===== src/rtl/regfile_wb_if.sv =====
// Writeback bus between the requesters (execute/memory stages) and the
// register-file write-port arbiter.
interface regfile_wb_if #(
    parameter int N_REQ    = 2,
    parameter int DATA_W   = 16,
    parameter int NUM_REGS = 8,
    parameter int ADDR_W   = 3
);
    logic [N_REQ-1:0]        req_valid;
    logic [N_REQ-1:0]        req_ready;
    logic [N_REQ*ADDR_W-1:0] req_addr;
    logic [N_REQ*DATA_W-1:0] req_data;
    logic                    wb_stall;
    logic [NUM_REGS-1:0]     reg_en;
    logic [DATA_W-1:0]       wb_data;
    logic [2:0]              wb_grant;
    logic [15:0]             wb_count;

    modport master (
        output req_valid, req_addr, req_data, wb_stall,
        input  req_ready, reg_en, wb_data, wb_grant, wb_count
    );

    modport slave (
        input  req_valid, req_addr, req_data, wb_stall,
        output req_ready, reg_en, wb_data, wb_grant, wb_count
    );
endinterface


===== src/rtl/regfile_wb_arbiter.sv =====
// Arbitrates N_REQ writeback sources onto the single register-file write port.
// RR_ARB_EN defined: round-robin from ptr; undefined: fixed priority (lowest index wins).
module regfile_wb_arbiter #(
    parameter int N_REQ    = 2,
    parameter int DATA_W   = 16,
    parameter int NUM_REGS = 8,
    parameter int ADDR_W   = 3
) (
    input  logic         clk,
    input  logic         rst_n,
    regfile_wb_if.slave  bus
);

    logic [7:0]        valid_pad;
    logic [ADDR_W-1:0] addr_pad [8];
    logic [DATA_W-1:0] data_pad [8];

    logic              grant_found;
    logic [2:0]        grant_idx;
    logic              accept;

    logic [NUM_REGS-1:0] reg_en_reg, reg_en_next;
    logic [DATA_W-1:0]   wb_data_reg;
    logic [2:0]          wb_grant_reg;
    logic [15:0]         wb_count_reg;

    // Pad requester vectors to 8 entries so a 3-bit grant index is always in range.
    assign valid_pad = 8'(bus.req_valid);

    generate
        for (genvar gi = 0; gi < 8; gi++) begin : g_unpack
            if (gi < N_REQ) begin : g_live
                assign addr_pad[gi] = bus.req_addr[gi*ADDR_W +: ADDR_W];
                assign data_pad[gi] = bus.req_data[gi*DATA_W +: DATA_W];
            end else begin : g_absent
                assign addr_pad[gi] = '0;
                assign data_pad[gi] = '0;
            end
        end
    endgenerate

`ifdef RR_ARB_EN
    logic [2:0] ptr_reg, ptr_next;
    logic [3:0] cand;

    always_comb begin
        grant_found = 1'b0;
        grant_idx   = '0;
        cand        = '0;
        for (int k = 0; k < N_REQ; k++) begin
            cand = {1'b0, ptr_reg} + 4'(k);
            if (cand >= 4'(N_REQ)) begin
                cand = cand - 4'(N_REQ);
            end
            if (!grant_found && valid_pad[cand[2:0]]) begin
                grant_found = 1'b1;
                grant_idx   = cand[2:0];
            end
        end
    end

    always_comb begin
        ptr_next = ptr_reg;
        if (accept) begin
            ptr_next = (grant_idx == 3'(N_REQ - 1)) ? 3'd0 : grant_idx + 3'd1;
        end
    end

    always_ff @(posedge clk or negedge rst_n) begin
        if (!rst_n) begin
            ptr_reg <= '0;
        end else begin
            ptr_reg <= ptr_next;
        end
    end
`else
    always_comb begin
        grant_found = 1'b0;
        grant_idx   = '0;
        for (int k = 0; k < 8; k++) begin
            if (!grant_found && valid_pad[k]) begin
                grant_found = 1'b1;
                grant_idx   = 3'(k);
            end
        end
    end
`endif

    assign accept = grant_found & ~bus.wb_stall;

    // Ready is gated by rst_n here only; the flops are already held in reset.
    generate
        for (genvar gi = 0; gi < N_REQ; gi++) begin : g_ready
            assign bus.req_ready[gi] = rst_n & accept & (grant_idx == 3'(gi));
        end
        for (genvar gi = 0; gi < NUM_REGS; gi++) begin : g_decode
            assign reg_en_next[gi] = accept & (addr_pad[grant_idx] == ADDR_W'(gi));
        end
    endgenerate

    always_ff @(posedge clk or negedge rst_n) begin
        if (!rst_n) begin
            reg_en_reg   <= '0;
            wb_data_reg  <= '0;
            wb_grant_reg <= '0;
            wb_count_reg <= '0;
        end else begin
            reg_en_reg <= reg_en_next;
            if (accept) begin
                wb_data_reg  <= data_pad[grant_idx];
                wb_grant_reg <= grant_idx;
                wb_count_reg <= wb_count_reg + 16'd1;
            end
        end
    end

    assign bus.reg_en   = reg_en_reg;
    assign bus.wb_data  = wb_data_reg;
    assign bus.wb_grant = wb_grant_reg;
    assign bus.wb_count = wb_count_reg;

endmodule


===== src/flat_wrapper.sv =====
// flat-port wrapper written by rule: the top's interface ports become plain ports
module regfile_wb_arbiter_flat 
#(
    parameter int N_REQ    = 2,
    parameter int DATA_W   = 16,
    parameter int NUM_REGS = 8,
    parameter int ADDR_W   = 3
)
  (clk, rst_n, bus_req_valid, bus_req_addr, bus_req_data, bus_wb_stall, bus_req_ready, bus_reg_en, bus_wb_data, bus_wb_grant, bus_wb_count);
  regfile_wb_if #(.N_REQ(N_REQ), .DATA_W(DATA_W), .NUM_REGS(NUM_REGS), .ADDR_W(ADDR_W)) bus_i ();
  input  logic clk;
  input  logic rst_n;
  input wire logic [$bits(bus_i.req_valid)-1:0] bus_req_valid;
  input wire logic [$bits(bus_i.req_addr)-1:0] bus_req_addr;
  input wire logic [$bits(bus_i.req_data)-1:0] bus_req_data;
  input wire logic [$bits(bus_i.wb_stall)-1:0] bus_wb_stall;
  output wire logic [$bits(bus_i.req_ready)-1:0] bus_req_ready;
  output wire logic [$bits(bus_i.reg_en)-1:0] bus_reg_en;
  output wire logic [$bits(bus_i.wb_data)-1:0] bus_wb_data;
  output wire logic [$bits(bus_i.wb_grant)-1:0] bus_wb_grant;
  output wire logic [$bits(bus_i.wb_count)-1:0] bus_wb_count;
  assign bus_i.req_valid = bus_req_valid;
  assign bus_i.req_addr = bus_req_addr;
  assign bus_i.req_data = bus_req_data;
  assign bus_i.wb_stall = bus_wb_stall;
  assign bus_req_ready = bus_i.req_ready;
  assign bus_reg_en = bus_i.reg_en;
  assign bus_wb_data = bus_i.wb_data;
  assign bus_wb_grant = bus_i.wb_grant;
  assign bus_wb_count = bus_i.wb_count;
  regfile_wb_arbiter #(.N_REQ(N_REQ), .DATA_W(DATA_W), .NUM_REGS(NUM_REGS), .ADDR_W(ADDR_W)) u_core (.clk(clk), .rst_n(rst_n), .bus(bus_i));
endmodule

===== config.mk =====
export PLATFORM = sky130hd
export DESIGN_NAME = regfile_wb_arbiter_flat
export DESIGN_NICKNAME = d
export VERILOG_FILES = /design/src/rtl/regfile_wb_if.sv /design/src/rtl/regfile_wb_arbiter.sv /design/src/flat_wrapper.sv
export SDC_FILE = /design/constraint.sdc
export NUM_CORES = 1
export LEC_CHECK = 0
export ABC_CLOCK_PERIOD_IN_PS = 1500
export CAP_MARGIN = 0
export CORE_MARGIN = 4
export CORE_UTILIZATION = 41
export CTS_BUF_LIST = sky130_fd_sc_hd__clkbuf_4 sky130_fd_sc_hd__clkbuf_8 sky130_fd_sc_hd__clkbuf_16
export CTS_CLUSTER_DIAMETER = 40
export DETAILED_ROUTE_END_ITERATION = 10
export PLACE_DENSITY = 0.85
export SETUP_SLACK_MARGIN = 0.4
export SYNTH_ARGS = -nofsm -noshare
export SYNTH_HDL_FRONTEND = slang
export SYNTH_SLANG_ARGS = --single-unit

===== constraint.sdc =====
create_clock -name clk -period 1.5 [get_ports clk]
set_clock_uncertainty 0.1 [all_clocks]
set_input_delay 0.225 -clock clk [delete_from_list [all_inputs] [get_ports clk]]
set_output_delay 0.225 -clock clk [all_outputs]
set_load 0.02 [all_outputs]

---- Yosys cells after proc, flatten, opt, wreduce, memory -nomap -nowiden ----
Index checks and enable logic that the tools add are counted.
W data, S select, Z words.
operators by class
  add/subtract/negate cells ............... 1
  magnitude comparators ................... 1
  equal/unequal tests ..................... 8
  muxes and demuxes ....................... 9
  bitwise operators ....................... 14
  reduce and logical (&&, ||, !) cells .... 4
operator list
  kind                     count
  $bmux W16 S3             1
  $mux W16                 2
  $add A16 B1 Y16 const B  1
  $and A1 B1 Y1            12
  $eq A3 B3 Y1 const B     4
  $bmux W3 S3              1
  $eq A3 B1 Y1 const B     2
  $eq A3 B2 Y1 const B     2
  $logic_not A3 Y1         2
  $mux W3                  2
  $ge A4 B4 Y1 const B     1
  $not A3 Y4               1
  $mux W1                  3
  $logic_and A1 B1 Y1      1
  $logic_not A1 Y1         1
  $not A1 Y1               1
storage, ports and cells
  flip-flop bits (word level) ............. 43
  bits of input ports ..................... 43
  output and inout port bits .............. 45
  logic and storage cells ................. 41

---- Logic depth before layout (Yosys ltp) ----
  depth after elaboration ................. 10
  depth in mapped cells ................... 6
  gate-level depth less buffers ........... 4

---- Worst setup path after synthesis ----
Ideal clock, no wire load.
  kind .................................... input port to output port
  from .................................... input bus_req_valid[0]
  to ...................................... output bus_req_ready[1]
  arrival time ............................ 1.212 ns
  slack ................................... -0.037 ns
  stages .................................. 4
  cell sequence ........................... nand2b_1 buf_4 buf_4 nor3b_1
between the ends
  word-level cells in the longest chain between the ends .. 7
  elaborated cells between the ends (all ways) .. 9
  classes of those cells .................. eq/ne (1); mux (3); bitwise (3); reduce/logical (2)
RTL lines
  item                 RTL line                  RTL
  start: declaration   flat_wrapper.sv:13        input wire logic [$bits(bus_i.req_valid)-1:0] bus_req_valid;
  $mux W1 (*)          regfile_wb_arbiter.sv:81  if (!grant_found && valid_pad[k]) begin
  $logic_not A1 Y1     regfile_wb_arbiter.sv:81
  $logic_and A1 B1 Y1  regfile_wb_arbiter.sv:81
  $mux W1              regfile_wb_arbiter.sv:81
  $and A1 B1 Y1        regfile_wb_arbiter.sv:89  assign accept = grant_found & ~bus.wb_stall;
  $and A1 B1 Y1        regfile_wb_arbiter.sv:94  assign bus.req_ready[gi] = rst_n & accept & (grant_idx == 3'(gi));
  $and A1 B1 Y1 (*)    regfile_wb_arbiter.sv:94
  end: declaration     flat_wrapper.sv:17        output wire logic [$bits(bus_i.req_ready)-1:0] bus_req_ready;
Mark *: on every way between the ends. The rest lies on a longest branch, timed or not.

---- Worst setup path after layout ----
  from .................................... register u_core.wb_count_reg[7] (netlist: u_core.bus.wb_count[7])
  to ...................................... register u_core.wb_count_reg[15] (netlist: u_core.bus.wb_count[15])
between the ends
  word-level cells in the longest chain between the ends .. 1
RTL lines
  item                      RTL line                   RTL
  start: declaration        regfile_wb_arbiter.sv:25   logic [15:0] wb_count_reg;
  start signal: assignment  regfile_wb_arbiter.sv:112  wb_count_reg <= wb_count_reg + 16'd1;
  $add A16 B1 Y16           regfile_wb_arbiter.sv:112
No other way between the ends.
A chain may end at the register's enable or synchronous reset.

==> metrics.yaml <==
ys.flop_type: "dfrtp_1"
synth-edff-count: 0
routed_via_density: 5.06
cap_violations: 0
synth_cell_types: 32
portBuffers: 85
path_buf_inv: 0
ys_seq_area_share_pct: 54.2
clk_pin_slew_ns: 0.09
clock_sinks: 41
totalWireLength_um: 5780
ctsRootBufferMaster: "clkbuf_8"
period_needed_ns: 1.39
async_flop_share_pct: 100
htreeDepth: 2
synth_cells: 175
die_area_mm2: 0.00576
cts_buffers: 5
avgRoutedWirePerCell_um: 16.0
antenna_cells: 0
critPathSlowestCell: "dfrtp_2"
clock_latency_ns: 0.29
avgSynthCellArea_um2: 10.8
syn2layout_area_growth_pct: 89.3
fp.dieH_um: 75.9
grt_start_max_net_pins: 26
gr-usage-all-layers_pct: 18.6
vias: 1831
cp.required_ns: 1.59
cp.arrival_ns: 1.47
gr-total-overflow: 0
dpl.hpwl_um: 3500
grt_pass1_vias: 1850
core_area_mm2: 0.00441
yosys_warnings: 0
clk_path_buf_depth: 2
drt_iter0_drc: 35
antenna_found_initial: 0
fin_util_pct: 81.1
drc: 0
min_period_over_period_pct: 92.3
outcome: "finished, final reports clean"
final-hold-violation-count: 0
crit_path_max_incr_delay_ns: 0.42
cp-end-kind: "flip-flop"
crit_family: "simple AND/OR/NAND/NOR gates"
vdd_drop_max_uv: 681
cp_cell_sequence: "nand4_4, nor4_4, nand3_1, xnor2_1"
ys_ff_latch: 41
start_util_pct: 42.9
gp_congestion: 0.768
tns_ns: 0
grt_pass1_wl_um: 8800
die_x_um: 75.9
cts_tree: "done"
synth.cell_area_mm2: 0.00189
postRouteAntennaNets: 0
rsz0062_at_grt: "yes"
nets: 353
critPathKind: "reg2reg"
min_path_type: "in2reg"
ios: 88
p_leak_nw: 1.78
num_rows: 24
critPathLaunchType: "flip-flop"
p_per_area_mw_per_mm2: 995
fmax_ghz: 0.722
final_max_slew_viol_count: 0
drive_gt1_share_pct: 46.8
cp_max_fo: 7
setup_viol_count_final: 0
drt_pass1_iterations: 4
fill_cells: 246
-- final timing paths --
| check | from | end | slack, ns | depth (start not counted) |
|---|---|---|---|---|
| min in group asynchronous | rst_n | u_core.bus.wb_grant[0]$_DFFE_PN0P_ | 0.44 | 3 |
| setup reg to reg | u_core.bus.wb_count[7]$_DFFE_PN0P_ | u_core.bus.wb_count[15]$_DFFE_PN0P_ | 0.11 | 4 |
| hold reg to reg | u_core.bus.wb_data[8]$_DFFE_PN0P_ | u_core.bus.wb_data[8]$_DFFE_PN0P_ | 0.40 | 2 |
| setup / recovery | u_core.bus.wb_count[7]$_DFFE_PN0P_ | u_core.bus.wb_count[15]$_DFFE_PN0P_ | 0.11 | 4 |
| hold / removal | bus_req_valid[0] | u_core.bus.wb_grant[0]$_DFFE_PN0P_ | 0.12 | 3 |
| max in group asynchronous | rst_n | u_core.bus.wb_count[8]$_DFFE_PN0P_ | 0.53 | 3 |
-- per-layer routing --
metal  global-route usage (%)  wire, um
met4                     6.58        53
met5                        0         0
met2                     33.0      3070
met1                     20.2      2230
met3                     6.52       432
-- cells in the mapped netlist (3+ instances only) --
master | number | area (um^2)
a31oi_1 | 4 | 25.0
nor2_1 | 12 | 45.0
dfrtp_1 | 41 | 1030
xor2_1 | 6 | 52.6
xnor2_1 | 9 | 78.8
inv_1 | 6 | 22.5
mux2i_1 | 16 | 160
nand2_1 | 27 | 101
nor3b_1 | 3 | 22.5
buf_4 | 5 | 37.5
o21ai_0 | 16 | 80.1
nand3_1 | 4 | 20.0
-- area by class of cell --
type	count	area, um^2	share of cell area (%)
Clock buffer	5	68.8	1.92
Clock inverter	3	17.5	0.489
Inverter	6	22.5	0.629
Multi-Input combinational cell	121	1020	28.6
Sequential cell	41	1040	29.1
Tap cell	52	65.1	1.82
Timing Repair Buffer	134	1340	37.4
-- report_power, final --
part / leakage, nW / switching, W / internal [W]
Clock: 0.0439 / 0.000393 / 0.000322
Combinational: 1.22 / 0.000625 / 0.000777
Sequential: 0.510 / 0.000174 / 0.00127
Total: 1.78 / 0.00119 / 0.00237
-- cell usage in the layout, fill, tap and decap left out, types with 2 or more instances in the layout --
| cell type | Yosys | final |
|---|---|---|
| xor2_1 | 6 | 6 |
| nand3_2 | 0 | 3 |
| clkbuf_8 | 0 | 5 |
| mux2i_1 | 16 | 16 |
| xnor2_1 | 9 | 8 |
| nand4_4 | 1 | 2 |
| clkdlybuf4s50_1 | 0 | 36 |
| nor2_2 | 1 | 2 |
| buf_4 | 5 | 38 |
| conb_1 | 1 | 2 |
| nor2_1 | 12 | 9 |
| buf_2 | 1 | 4 |
| buf_6 | 0 | 49 |
| o21ai_0 | 16 | 16 |
| a31oi_4 | 0 | 4 |
| nor2_4 | 0 | 2 |
| nor3b_4 | 0 | 3 |
| clkinv_2 | 0 | 2 |
| nor4_4 | 1 | 2 |
| nand2_1 | 27 | 26 |
| a21oi_1 | 2 | 2 |
| dfrtp_1 | 41 | 28 |
| nand4_1 | 2 | 2 |
| dlymetal6s2s_1 | 0 | 2 |
| dfrtp_2 | 0 | 13 |
| inv_1 | 6 | 6 |
| buf_12 | 0 | 3 |
-- worst register-to-register path: cells and delay by family, from the launching register on --
family	cells	cell delay, ns
AND/OR/NAND/NOR	3	0.61
flip-flops	1	0.42
XOR/XNOR	1	0.15
-- cell families after synthesis --
logic type	Yosys count	share of synthesized area [%]
simple gates	61	17.4
fa+ha+maj	1	0.661
xor+xnor	15	6.94
buf+inv	14	3.84
other cells	1	0.198
mux	16	8.47
compound gates	26	8.27
flops	41	54.2
-- timing repair --
item,4_1_cts,5_1_grt
endpoints found under the hold margin,41,0
gates resized for setup,286,15
pin swaps,13,9
endpoints found under the setup margin,84,78
gates cloned,1,0
hold buffers,1,0
setup buffers,23,14
-- stage by stage --
step / std cells / total power (W) / setup slack [ns] / hold WS (ns) / cell area [um^2]
after floorplan: 176 / 0.00196 / 0.183 / -0.171 / 2060
after global placement: 315 / 0.00247 / -0.527 / 0.139 / 2980
after detailed placement: 315 / 0.00250 / -0.512 / 0.152 / 2980
after CTS: 348 / 0.00340 / 0.156 / 0.133 / 3420
after global routing: 362 / 0.00372 / 0.0457 / 0.128 / 3580
final: 362 / 0.00356 / 0.115 / 0.125 / 3580
(Power assumes the default switching activity.)
